===== config.mk =====
export PLATFORM = sky130hd
export DESIGN_NAME = pipe_issue_ctrl_flat
export DESIGN_NICKNAME = d
export VERILOG_FILES = /design/src/rtl/pipe_issue_if.sv /design/src/rtl/pipe_issue_ctrl.sv /design/src/flat_wrapper.sv
export SDC_FILE = /design/constraint.sdc
export NUM_CORES = 1
export LEC_CHECK = 0
export ABC_AREA = 1
export CAP_MARGIN = 15
export CORE_MARGIN = 10
export CORE_UTILIZATION = 34
export CTS_CLUSTER_SIZE = 12
export DETAILED_ROUTE_END_ITERATION = 10
export MAX_ROUTING_LAYER = met4
export PLACE_DENSITY = 0.64
export SYNTH_ARGS = -nofsm -noshare
export SYNTH_HDL_FRONTEND = slang
export SYNTH_SLANG_ARGS = --single-unit

===== constraint.sdc =====
create_clock -name clk -period 1.9 [get_ports clk]
set_input_delay 0.285 -clock clk [delete_from_list [all_inputs] [get_ports clk]]
set_output_delay 0.285 -clock clk [all_outputs]
set_load 0.05 [all_outputs]

===== src/rtl/pipe_issue_if.sv =====
// Control/fetch/writeback bundle between the issue controller and the host, imem and datapath.
interface pipe_issue_if #(
  parameter int PC_W  = 3,
  parameter int CNT_W = 8
);
  logic             start;
  logic [PC_W:0]    prog_len;
  logic [PC_W-1:0]  imem_addr;
  logic [11:0]      imem_data;
  logic [11:0]      ex_instr;
  logic             ex_fire;
  logic             wb_we;
  logic [3:0]       wb_rd;
  logic             stall;
  logic             busy;
  logic             done;
  logic [CNT_W-1:0] stall_cnt;

  modport master (
    input  start, prog_len, imem_data,
    output imem_addr, ex_instr, ex_fire, wb_we, wb_rd, stall, busy, done, stall_cnt
  );

  modport slave (
    output start, prog_len, imem_data,
    input  imem_addr, ex_instr, ex_fire, wb_we, wb_rd, stall, busy, done, stall_cnt
  );
endinterface


===== src/rtl/pipe_issue_ctrl.sv =====
// Issue/hazard controller for the 3-stage ALU pipe; fetches prog_len instructions from pc 0.
// Instruction k reaches WB 3+k edges after start plus stalls; a RAW hit against WB costs one bubble.
module pipe_issue_ctrl #(
  parameter int PC_W  = 3,
  parameter int CNT_W = 8
) (
  input logic clk,
  input logic rst,
  pipe_issue_if.master bus
);
  typedef enum logic [1:0] {IDLE, RUN, DRAIN} state_t;

  state_t           state_q, state_d;
  logic             done_q, done_d;
  logic [PC_W:0]    len_q, fetched_q;
  logic [PC_W-1:0]  pc_q;
  logic [11:0]      if_instr_q, ex_instr_q;
  logic             if_v_q, ex_v_q, wb_v_q;
  logic [3:0]       wb_op_q, wb_rd_q;
  logic [CNT_W-1:0] stall_cnt_q;

  logic ex_rw, wb_we_c, stall, start_acc, fetch, pipe_empty;

  assign ex_rw      = ex_v_q && (ex_instr_q[11:8] == 4'd0 || ex_instr_q[11:8] == 4'd1);
  assign wb_we_c    = wb_v_q && (wb_op_q == 4'd0 || wb_op_q == 4'd1);
  assign stall      = ex_rw && wb_we_c &&
                      (ex_instr_q[7:4] == wb_rd_q || ex_instr_q[3:0] == wb_rd_q);
  assign start_acc  = (state_q == IDLE) && bus.start;
  assign fetch      = (state_q == RUN) && (fetched_q < len_q) && !stall;
  assign pipe_empty = !if_v_q && !ex_v_q && !wb_v_q;

  // An empty program reaches RUN with nothing in flight and finishes straight from there.
  always_comb begin
    state_d = state_q;
    done_d  = 1'b0;
    case (state_q)
      IDLE:  if (bus.start) state_d = RUN;
      RUN: begin
        if (fetched_q == len_q) begin
          if (pipe_empty) begin
            state_d = IDLE;
            done_d  = 1'b1;
          end else begin
            state_d = DRAIN;
          end
        end
      end
      DRAIN: begin
        if (pipe_empty) begin
          state_d = IDLE;
          done_d  = 1'b1;
        end
      end
      default: state_d = IDLE;
    endcase
  end

  always_ff @(posedge clk or posedge rst) begin
    if (rst) begin
      state_q     <= IDLE;
      done_q      <= 1'b0;
      len_q       <= '0;
      fetched_q   <= '0;
      pc_q        <= '0;
      if_instr_q  <= '0;
      ex_instr_q  <= '0;
      if_v_q      <= 1'b0;
      ex_v_q      <= 1'b0;
      wb_v_q      <= 1'b0;
      wb_op_q     <= '0;
      wb_rd_q     <= '0;
      stall_cnt_q <= '0;
    end else begin
      state_q <= state_d;
      done_q  <= done_d;
      if (start_acc) begin
        len_q       <= bus.prog_len;
        fetched_q   <= '0;
        pc_q        <= '0;
        if_v_q      <= 1'b0;
        ex_v_q      <= 1'b0;
        wb_v_q      <= 1'b0;
        stall_cnt_q <= '0;
      end else if (stall) begin
        // IF and EX hold; WB empties, which is what clears the hazard next cycle.
        wb_v_q <= 1'b0;
        if (stall_cnt_q != {CNT_W{1'b1}}) stall_cnt_q <= stall_cnt_q + CNT_W'(1);
      end else begin
        if (fetch) begin
          if_instr_q <= bus.imem_data;
          if_v_q     <= 1'b1;
          fetched_q  <= fetched_q + (PC_W+1)'(1);
          pc_q       <= pc_q + PC_W'(1);
        end else begin
          if_v_q <= 1'b0;
        end
        ex_instr_q <= if_instr_q;
        ex_v_q     <= if_v_q;
        wb_v_q     <= ex_v_q;
        wb_rd_q    <= ex_instr_q[7:4];
        wb_op_q    <= ex_instr_q[11:8];
      end
    end
  end

  assign bus.imem_addr = pc_q;
  assign bus.ex_instr  = ex_instr_q;
  assign bus.ex_fire   = ex_v_q && !stall;
  assign bus.wb_we     = wb_we_c;
  assign bus.wb_rd     = wb_rd_q;
  assign bus.stall     = stall;
  assign bus.busy      = (state_q != IDLE);
  assign bus.done      = done_q;
  assign bus.stall_cnt = stall_cnt_q;
endmodule


===== src/flat_wrapper.sv =====
// flat-port wrapper written by rule: the top's interface ports become plain ports
module pipe_issue_ctrl_flat 
#(
  parameter int PC_W  = 3,
  parameter int CNT_W = 8
)
  (clk, rst, bus_start, bus_prog_len, bus_imem_data, bus_imem_addr, bus_ex_instr, bus_ex_fire, bus_wb_we, bus_wb_rd, bus_stall, bus_busy, bus_done, bus_stall_cnt);
  pipe_issue_if #(.PC_W(PC_W), .CNT_W(CNT_W)) bus_i ();
  input logic clk;
  input logic rst;
  input wire logic [$bits(bus_i.start)-1:0] bus_start;
  input wire logic [$bits(bus_i.prog_len)-1:0] bus_prog_len;
  input wire logic [$bits(bus_i.imem_data)-1:0] bus_imem_data;
  output wire logic [$bits(bus_i.imem_addr)-1:0] bus_imem_addr;
  output wire logic [$bits(bus_i.ex_instr)-1:0] bus_ex_instr;
  output wire logic [$bits(bus_i.ex_fire)-1:0] bus_ex_fire;
  output wire logic [$bits(bus_i.wb_we)-1:0] bus_wb_we;
  output wire logic [$bits(bus_i.wb_rd)-1:0] bus_wb_rd;
  output wire logic [$bits(bus_i.stall)-1:0] bus_stall;
  output wire logic [$bits(bus_i.busy)-1:0] bus_busy;
  output wire logic [$bits(bus_i.done)-1:0] bus_done;
  output wire logic [$bits(bus_i.stall_cnt)-1:0] bus_stall_cnt;
  assign bus_i.start = bus_start;
  assign bus_i.prog_len = bus_prog_len;
  assign bus_i.imem_data = bus_imem_data;
  assign bus_imem_addr = bus_i.imem_addr;
  assign bus_ex_instr = bus_i.ex_instr;
  assign bus_ex_fire = bus_i.ex_fire;
  assign bus_wb_we = bus_i.wb_we;
  assign bus_wb_rd = bus_i.wb_rd;
  assign bus_stall = bus_i.stall;
  assign bus_busy = bus_i.busy;
  assign bus_done = bus_i.done;
  assign bus_stall_cnt = bus_i.stall_cnt;
  pipe_issue_ctrl #(.PC_W(PC_W), .CNT_W(CNT_W)) u_core (.clk(clk), .rst(rst), .bus(bus_i));
endmodule

==> impl_metrics.ini, run 1 <==
[drt]
detail-route-antenna-nets = 0
routed_wire_length_per_instance_microns = 12.9
wl_microns = 6640
drt_iter0_drc = 118
drc = 0
routed_vias_inst = 4.64
vias = 2382
drt_pass1_iterations = 4

[sta]
worstMarginPinSlew_ns = 0.509
timing_hold_violations_final = 0
final-max-slew-violation-count = 0
maximum_operating_frequency_mhz = 526
min_period_over_period_pct = 100
post_route_worst_setup_slack_ns = -0.00230
report.final.setup_viol = 1
max_slew_margin_pct = 66.0
fin_crit_ns = 1.90
finalSetupTns_ns = -0.00230
setup_repair_after_global_routing_missed_its_margin = yes
clock_skew_ns = 0.00782

[status]
violations = negative setup slack
outcome = finished with violations

[worst_setup_path]
crit_path_end_kind = primary output
critical_path.max_stage_delay_ns = 0.44
cell_repeated_most_along_the_worst_path = sky130_fd_sc_hd__nand2_1
critPathArrivalTime_ns = 1.62
crit_fanout = 4
timing.critical_path.slowest_stage_cell = sky130_fd_sc_hd__dfrtp_2
crit_required_ns = 1.62
timing_worst_setup_path_type = reg2out
start_kind = register
crit_chain = inv_2, nand2_1, nand2_1, nor2_1, nand2_1, nand2_4, nand2_8, clkinvlp_4, nor2_4, buf_12

[floorplanning]
core.rowCount = 33
die_area_sq_um = 12600
die_w_microns = 112
io_pins = 51
start_util_pct = 35.0
floorplan.core_area_sq_um = 8260
fp.dieH_microns = 112

[clock_tree]
clock_pin_slew_worst_setup_and_hold_paths_ns = 0.10
clock_sinks = 56
clk_path_buf_depth = 2
cts_made_buffers = 5
clock_tree.htree_level_count = 2
clk-insertion-delay-late_ns = 0.31
clockRootBuffer = sky130_fd_sc_hd__clkbuf_8
cts_hold_repair.buffers = 0
cts_tree = done

[power]
power.density_nw_per_um2 = 1880
total_power_w = 0.00693
ir_drop_v = 0.000682
p_leak_nw = 1.86

[logic_synthesis]
netlist-cell-type-count = 26
register_bit_total_from_synthesis = 56
netlist_area_sq_um = 2890
synth_seq_area_share_pct = 48.5
yosysWarningCount = 0
count_of_mapped_cells_out_of_synthesis = 353
net_count_of_the_mapped_netlist = 383
synth_area_per_cell_sq_um = 8.18

[global_route]
first_global_vias = 2216
grt_util_all_layers_pct = 10.7
grt_overflow = 0
pin_count_of_the_biggest_net_entering_global_routing = 57
antenna_found_initial = 0
grt_first_pass_wirelength_microns = 11000

[final_layout]
area.growth.synth_to_final_pct = 27.6
final_cells = 513
num_antenna_cells = 0
finish.utilization_pct = 44.6
fill_cells = 843
final_cell_area_sq_um = 3680
finalNetCount = 437
drive_gt1_share_pct = 16.7

[placed_design]
placedInstanceArea_sq_um = 3550
buffer_ports.inserted = 50
numPlacedInstances = 501
hpwlAfterDp_microns = 4800
gp_congestion = 0.814

[min_path]
timing.hold.worst.class = in2async

[run]
max_cap_violations = 0
[cells in the mapped netlist]
library cell	count	area share (%)
sky130_fd_sc_hd__a21oi_1	4	0.69
sky130_fd_sc_hd__nor2_1	22	2.9
sky130_fd_sc_hd__buf_4	1	0.26
sky130_fd_sc_hd__buf_2	2	0.35
sky130_fd_sc_hd__o21ai_0	5	0.87
sky130_fd_sc_hd__nand3_4	1	0.61
sky130_fd_sc_hd__nor2_2	2	0.43
sky130_fd_sc_hd__nand2_8	2	1.4
sky130_fd_sc_hd__xnor2_1	1	0.30
sky130_fd_sc_hd__o21ai_1	6	1.0
sky130_fd_sc_hd__o21bai_1	1	0.26
sky130_fd_sc_hd__buf_6	4	1.6
sky130_fd_sc_hd__ha_1	11	4.8
sky130_fd_sc_hd__nand3_1	32	5.5
sky130_fd_sc_hd__xor2_1	5	1.5
sky130_fd_sc_hd__dfrtp_1	56	49
sky130_fd_sc_hd__nor3b_1	3	0.78
sky130_fd_sc_hd__nand2_4	2	0.78
sky130_fd_sc_hd__clkbuf_1	7	0.91
sky130_fd_sc_hd__nand2_1	125	16
sky130_fd_sc_hd__nand3_2	1	0.35
sky130_fd_sc_hd__nor3_1	1	0.17
sky130_fd_sc_hd__inv_1	33	4.3
sky130_fd_sc_hd__nand2_2	2	0.43
sky130_fd_sc_hd__inv_2	2	0.26
sky130_fd_sc_hd__nand4_1	22	4.8
[worst paths after layout]
check	from	to	slack, ns	depth (start not counted)
max reg2reg	u_core.bus.wb_rd[3]	u_core.if_instr_q[4]	0.18	12
min reg2reg	u_core.if_instr_q[0]	u_core.if_instr_q[0]	0.48	2
max in group asynchronous	rst	u_core.bus.ex_instr[10]	1.29	3
min in group clk	u_core.if_instr_q[0]	u_core.if_instr_q[0]	0.48	2
min	rst	u_core.if_instr_q[4]	0.32	3
max	u_core.bus.wb_rd[3]	bus_ex_fire	-0.002	10
[kinds of logic after synthesis]
logic type | Yosys count | synth area share [%]
adders and majority gates | 11 | 4.77
DFF | 56 | 48.5
and+or+nand+nor | 215 | 34.4
buffers and inverters | 49 | 7.63
AOI/OAI and AO/OA | 16 | 2.86
xor gates and xnor gates | 6 | 1.82
[worst max-delay path: cells and delay by family (launching register included)]
kind / cells / cell delay [ns]
simple gates: 7 / 0.54
buf+inv: 3 / 0.33
flops: 1 / 0.44
[timing repair]
item	CTS	global route
setup endpoints to repair	1	3
pin swaps	2	3
resized for setup	1	2
setup buffers	2	2
[final cells by class]
| type | instances | area (sq um) | share of cell area, % |
|---|---|---|---|
| inverter | 35 | 135 | 3.67 |
| multi-input combinational | 248 | 1270 | 34.6 |
| clock inverter | 1 | 5.00 | 0.136 |
| tap | 105 | 131 | 3.57 |
| sequential | 56 | 1420 | 38.6 |
| clock buffer | 7 | 76.3 | 2.07 |
| timing repair buffer | 61 | 642 | 17.4 |
[report_power, final]
group	leakage [nW]	internal, W	total, W	switching [W]
clock	0.0422	0.000260	0.000641	0.000380
sequential	0.691	0.00176	0.00220	0.000438
combinational	1.13	0.00149	0.00409	0.00260
[layer usage]
layer,wire length (microns),track usage (%),part of all wire [%],vias to the layer above
met5,0,-,0,-
met4,92,3.55,1.4,0
met3,268,2.56,4.0,9
met2,3180,16.4,48,45
met1,3090,13.4,47,1093
li1,-,-,-,1235
[per-stage QoR]
stage	setup slack, ns	hold WS (ns)
3_3_place_gp	0.276	0.459
4_1_cts	-0.00889	0.351
2_1_floorplan	-0.0679	0.395
3_5_place_dp	0.188	0.464
6_report	-0.00230	0.324
5_1_grt	-0.112	0.372
[layout by cell type (no fill, tap or decap), types with 2 or more instances in the layout]
| cell type | netlist | layout |
|---|---|---|
| sky130_fd_sc_hd__nor2_1 | 22 | 21 |
| sky130_fd_sc_hd__nand2_4 | 2 | 2 |
| sky130_fd_sc_hd__buf_12 | 0 | 7 |
| sky130_fd_sc_hd__inv_2 | 2 | 10 |
| sky130_fd_sc_hd__dfrtp_1 | 56 | 41 |
| sky130_fd_sc_hd__nand2_1 | 125 | 125 |
| sky130_fd_sc_hd__clkbuf_8 | 0 | 5 |
| sky130_fd_sc_hd__nor3b_1 | 3 | 3 |
| sky130_fd_sc_hd__nand2_8 | 2 | 2 |
| sky130_fd_sc_hd__o21ai_0 | 5 | 5 |
| sky130_fd_sc_hd__nand4_1 | 22 | 22 |
| sky130_fd_sc_hd__nand3_1 | 32 | 32 |
| sky130_fd_sc_hd__o21ai_1 | 6 | 6 |
| sky130_fd_sc_hd__buf_4 | 1 | 17 |
| sky130_fd_sc_hd__ha_1 | 11 | 11 |
| sky130_fd_sc_hd__nor2_2 | 2 | 2 |
| sky130_fd_sc_hd__clkdlybuf4s50_1 | 0 | 35 |
| sky130_fd_sc_hd__inv_1 | 33 | 24 |
| sky130_fd_sc_hd__nand2_2 | 2 | 2 |
| sky130_fd_sc_hd__clkbuf_1 | 7 | 2 |
| sky130_fd_sc_hd__dfrtp_2 | 0 | 15 |
| sky130_fd_sc_hd__xor2_1 | 5 | 5 |
| sky130_fd_sc_hd__a21oi_1 | 4 | 4 |
[registers in the layout (all words and copies together), names as in the netlist]
signal and flops:
u_core.bus.ex_instr 12, u_core.bus.done 1, u_core.if_instr_q 12, u_core.fetched_q 4, u_core.wb_op_q 3, u_core.state_q 2, u_core.bus.imem_addr 3, u_core.wb_v_q 1
u_core.if_v_q 1, u_core.ex_v_q 1, u_core.bus.wb_rd 4, u_core.bus.stall_cnt 8, u_core.len_q 4
No activity file was read; power rests on OpenSTA's default activity.
==> run 2: changes to the inputs <==
--- a/config.mk
+++ b/config.mk
@@ -11,7 +11,6 @@
 export CORE_UTILIZATION = 34
 export CTS_CLUSTER_SIZE = 12
 export DETAILED_ROUTE_END_ITERATION = 10
-export MAX_ROUTING_LAYER = met4
 export PLACE_DENSITY = 0.64
 export SYNTH_ARGS = -nofsm -noshare
 export SYNTH_HDL_FRONTEND = slang
==> run 2 against run 1 <==
Against the previous run: the flow now finishes without violations; final area did not move; power about the same; combinational power is essentially flat; core utilization is the same; register-to-register slack is essentially flat; clock skew hardly changed; largest cell class unchanged; setup slack gained 0.0051 ns; hold slack gained 0.00075 ns; first-iteration DRC count down 19%; largest power group unchanged; sequential power about the same; non-clock buffer count unchanged; fmax rose by 0.27%.
==> impl_metrics.ini, run 2 (synthesis results as in run 1) <==
[global_route]
grt_util_all_layers_pct = 10.3
pin_count_of_the_biggest_net_entering_global_routing = 57
grt_overflow = 0
met3_track_utilization_from_global_routing_pct = 2.98
globalRoute.busiestLayer = met2
grt_use_met2_pct = 16.5
groute.layer.met1.usage_pct = 13.1
antenna_found_initial = 0
grt_first_pass_wirelength_microns = 11000
first_global_vias = 2217

[clock_tree]
clock_tree.htree_level_count = 2
cts_tree = done
cts_made_buffers = 5
clock_pin_slew_worst_setup_and_hold_paths_ns = 0.09
clk_path_buf_depth = 2
cts_hold_repair.buffers = 0
clk-insertion-delay-late_ns = 0.31
clock_sinks = 56
clockRootBuffer = sky130_fd_sc_hd__clkbuf_8

[status]
outcome = finished clean

[drt]
detail-route-antenna-nets = 0
vias = 2377
drt_iter0_drc = 96
routed_vias_inst = 4.63
drt_pass1_iterations = 4
routed_wire_length_per_instance_microns = 12.9
drc = 0
wl_microns = 6630

[worst_setup_path]
crit_chain = inv_2, nand2_1, nand2_1, nor2_1, nand2_1, nand2_4, nand2_8, clkinvlp_4, nor2_4, buf_12
critical_path.max_stage_delay_ns = 0.44
crit_fanout = 4
cp_num_buf_inv = 3
crit_required_ns = 1.62
critPathArrivalTime_ns = 1.61
cp_top_family = simple AND/OR/NAND/NOR gates
start_kind = register
cell_repeated_most_along_the_worst_path = sky130_fd_sc_hd__nand2_1
timing_worst_setup_path_type = reg2out
timing.critical_path.slowest_stage_cell = sky130_fd_sc_hd__dfrtp_2
crit_path_end_kind = primary output

[final_layout]
regArea_sq_um = 1420
area.growth.synth_to_final_pct = 27.6
finish.utilization_pct = 44.6
mostFrequentLayoutCells = 125 x sky130_fd_sc_hd__nand2_1, 41 x sky130_fd_sc_hd__dfrtp_1, 35 x sky130_fd_sc_hd__clkdlybuf4s50_1, 32 x sky130_fd_sc_hd__nand3_1, 24 x sky130_fd_sc_hd__inv_1
drive_gt1_share_pct = 16.7
num_antenna_cells = 0
fill_cells = 843
multiInputGateArea_sq_um = 1270
mostFrequentLayoutCell = sky130_fd_sc_hd__nand2_1
finalNetCount = 437

[power]
power.switching_w = 0.00342
sw_frac_of_total_pct = 49.3
clock_power_share_pct = 9.2
ir_drop_v = 0.000682
p_leak_nw = 1.86
power.density_nw_per_um2 = 1880
internal_power_w = 0.00351
combinationalPowerShare_pct = 59.0
power_frac_seq_pct = 31.8

[sta]
max_slew_margin_pct = 65.7
setup_repair_after_global_routing_missed_its_margin = yes
maximum_operating_frequency_mhz = 527
worstMarginPinSlew_ns = 0.514
clock_skew_ns = 0.00765
fin_crit_ns = 1.90
final-max-slew-violation-count = 0
timing_hold_violations_final = 0
min_period_over_period_pct = 99.9
finalHoldWorstSlack_ns = 0.325
report.final.setup_viol = 0

[min_path]
timing.hold.worst.class = in2async

[floorplanning]
core.rowCount = 33
die_w_microns = 112
start_util_pct = 35.0
fp.dieH_microns = 112
floorplan.core_area_sq_um = 8260
die_area_sq_um = 12600
io_pins = 51

[placed_design]
buffer_ports.inserted = 50
hpwlAfterDp_microns = 4800
gp_congestion = 0.802

[run]
max_cap_violations = 0
## run 2: worst paths after layout
check | startpoint | endpoint | slack (ns) | cells after the start
max in group asynchronous | rst | u_core.bus.ex_instr[10] | 1.29 | 3
hold reg to reg | u_core.if_instr_q[0] | u_core.if_instr_q[0] | 0.49 | 2
setup / recovery | u_core.bus.wb_rd[3] | bus_ex_fire | 0.003 | 10
setup reg to reg | u_core.bus.wb_rd[3] | u_core.if_instr_q[4] | 0.18 | 12
hold / removal | rst | u_core.if_instr_q[4] | 0.32 | 3
min in group clk | u_core.if_instr_q[0] | u_core.if_instr_q[0] | 0.49 | 2
## run 2: tightest hold or removal path, cell delays in order
cell and delay (ns):
sky130_fd_sc_hd__clkdlybuf4s50_1 0.41, sky130_fd_sc_hd__inv_2 0.07, sky130_fd_sc_hd__buf_12 0.27
## run 2: final cells by class
class | instances | area share (%)
clock buffer | 7 | 2.07
clock inverter | 1 | 0.136
inverter | 35 | 3.67
multi-input combinational | 248 | 34.6
sequential | 56 | 38.6
tap | 105 | 3.57
timing repair buffer | 61 | 17.4
## run 2: repair_timing
item	CTS	global route
endpoints found under the setup margin	1	3
pin swaps	2	3
gates cloned	0	0
endpoints found under the hold margin	0	0
buffers inserted	2	2
resized for setup	1	2
## run 2: through the flow
| step | instances | worst slack [ns] | area, sq um | total power (W) | setup TNS (ns) |
|---|---|---|---|---|---|
| after global placement | 501 | 0.276 | 3550 | 0.00621 | 0 |
| after detailed placement | 501 | 0.188 | 3550 | 0.00631 | 0 |
| final | 513 | 0.00284 | 3680 | 0.00692 | 0 |
| after floorplan | 353 | -0.0679 | 2920 | 0.00509 | -0.0679 |
| after global routing | 513 | -0.112 | 3680 | 0.00750 | -0.223 |
| after CTS | 511 | -0.00889 | 3660 | 0.00699 | -0.0171 |
## run 2: metal layers
metal  wire length (microns)  up-vias
li1                        -     1236
met1                    3020     1089
met3                     309        6
met5                       0        -
met2                    3210       46
met4                      83        0
## run 2: power by group through the flow
stage	sequential, W	combinational [W]	clock, W
detailed placement	0.00223	0.00408	0
finish	0.00220	0.00409	0.000638
global placement	0.00221	0.00400	0
floorplan	0.00295	0.00214	0
global route	0.00228	0.00453	0.000694
CTS	0.00220	0.00412	0.000667
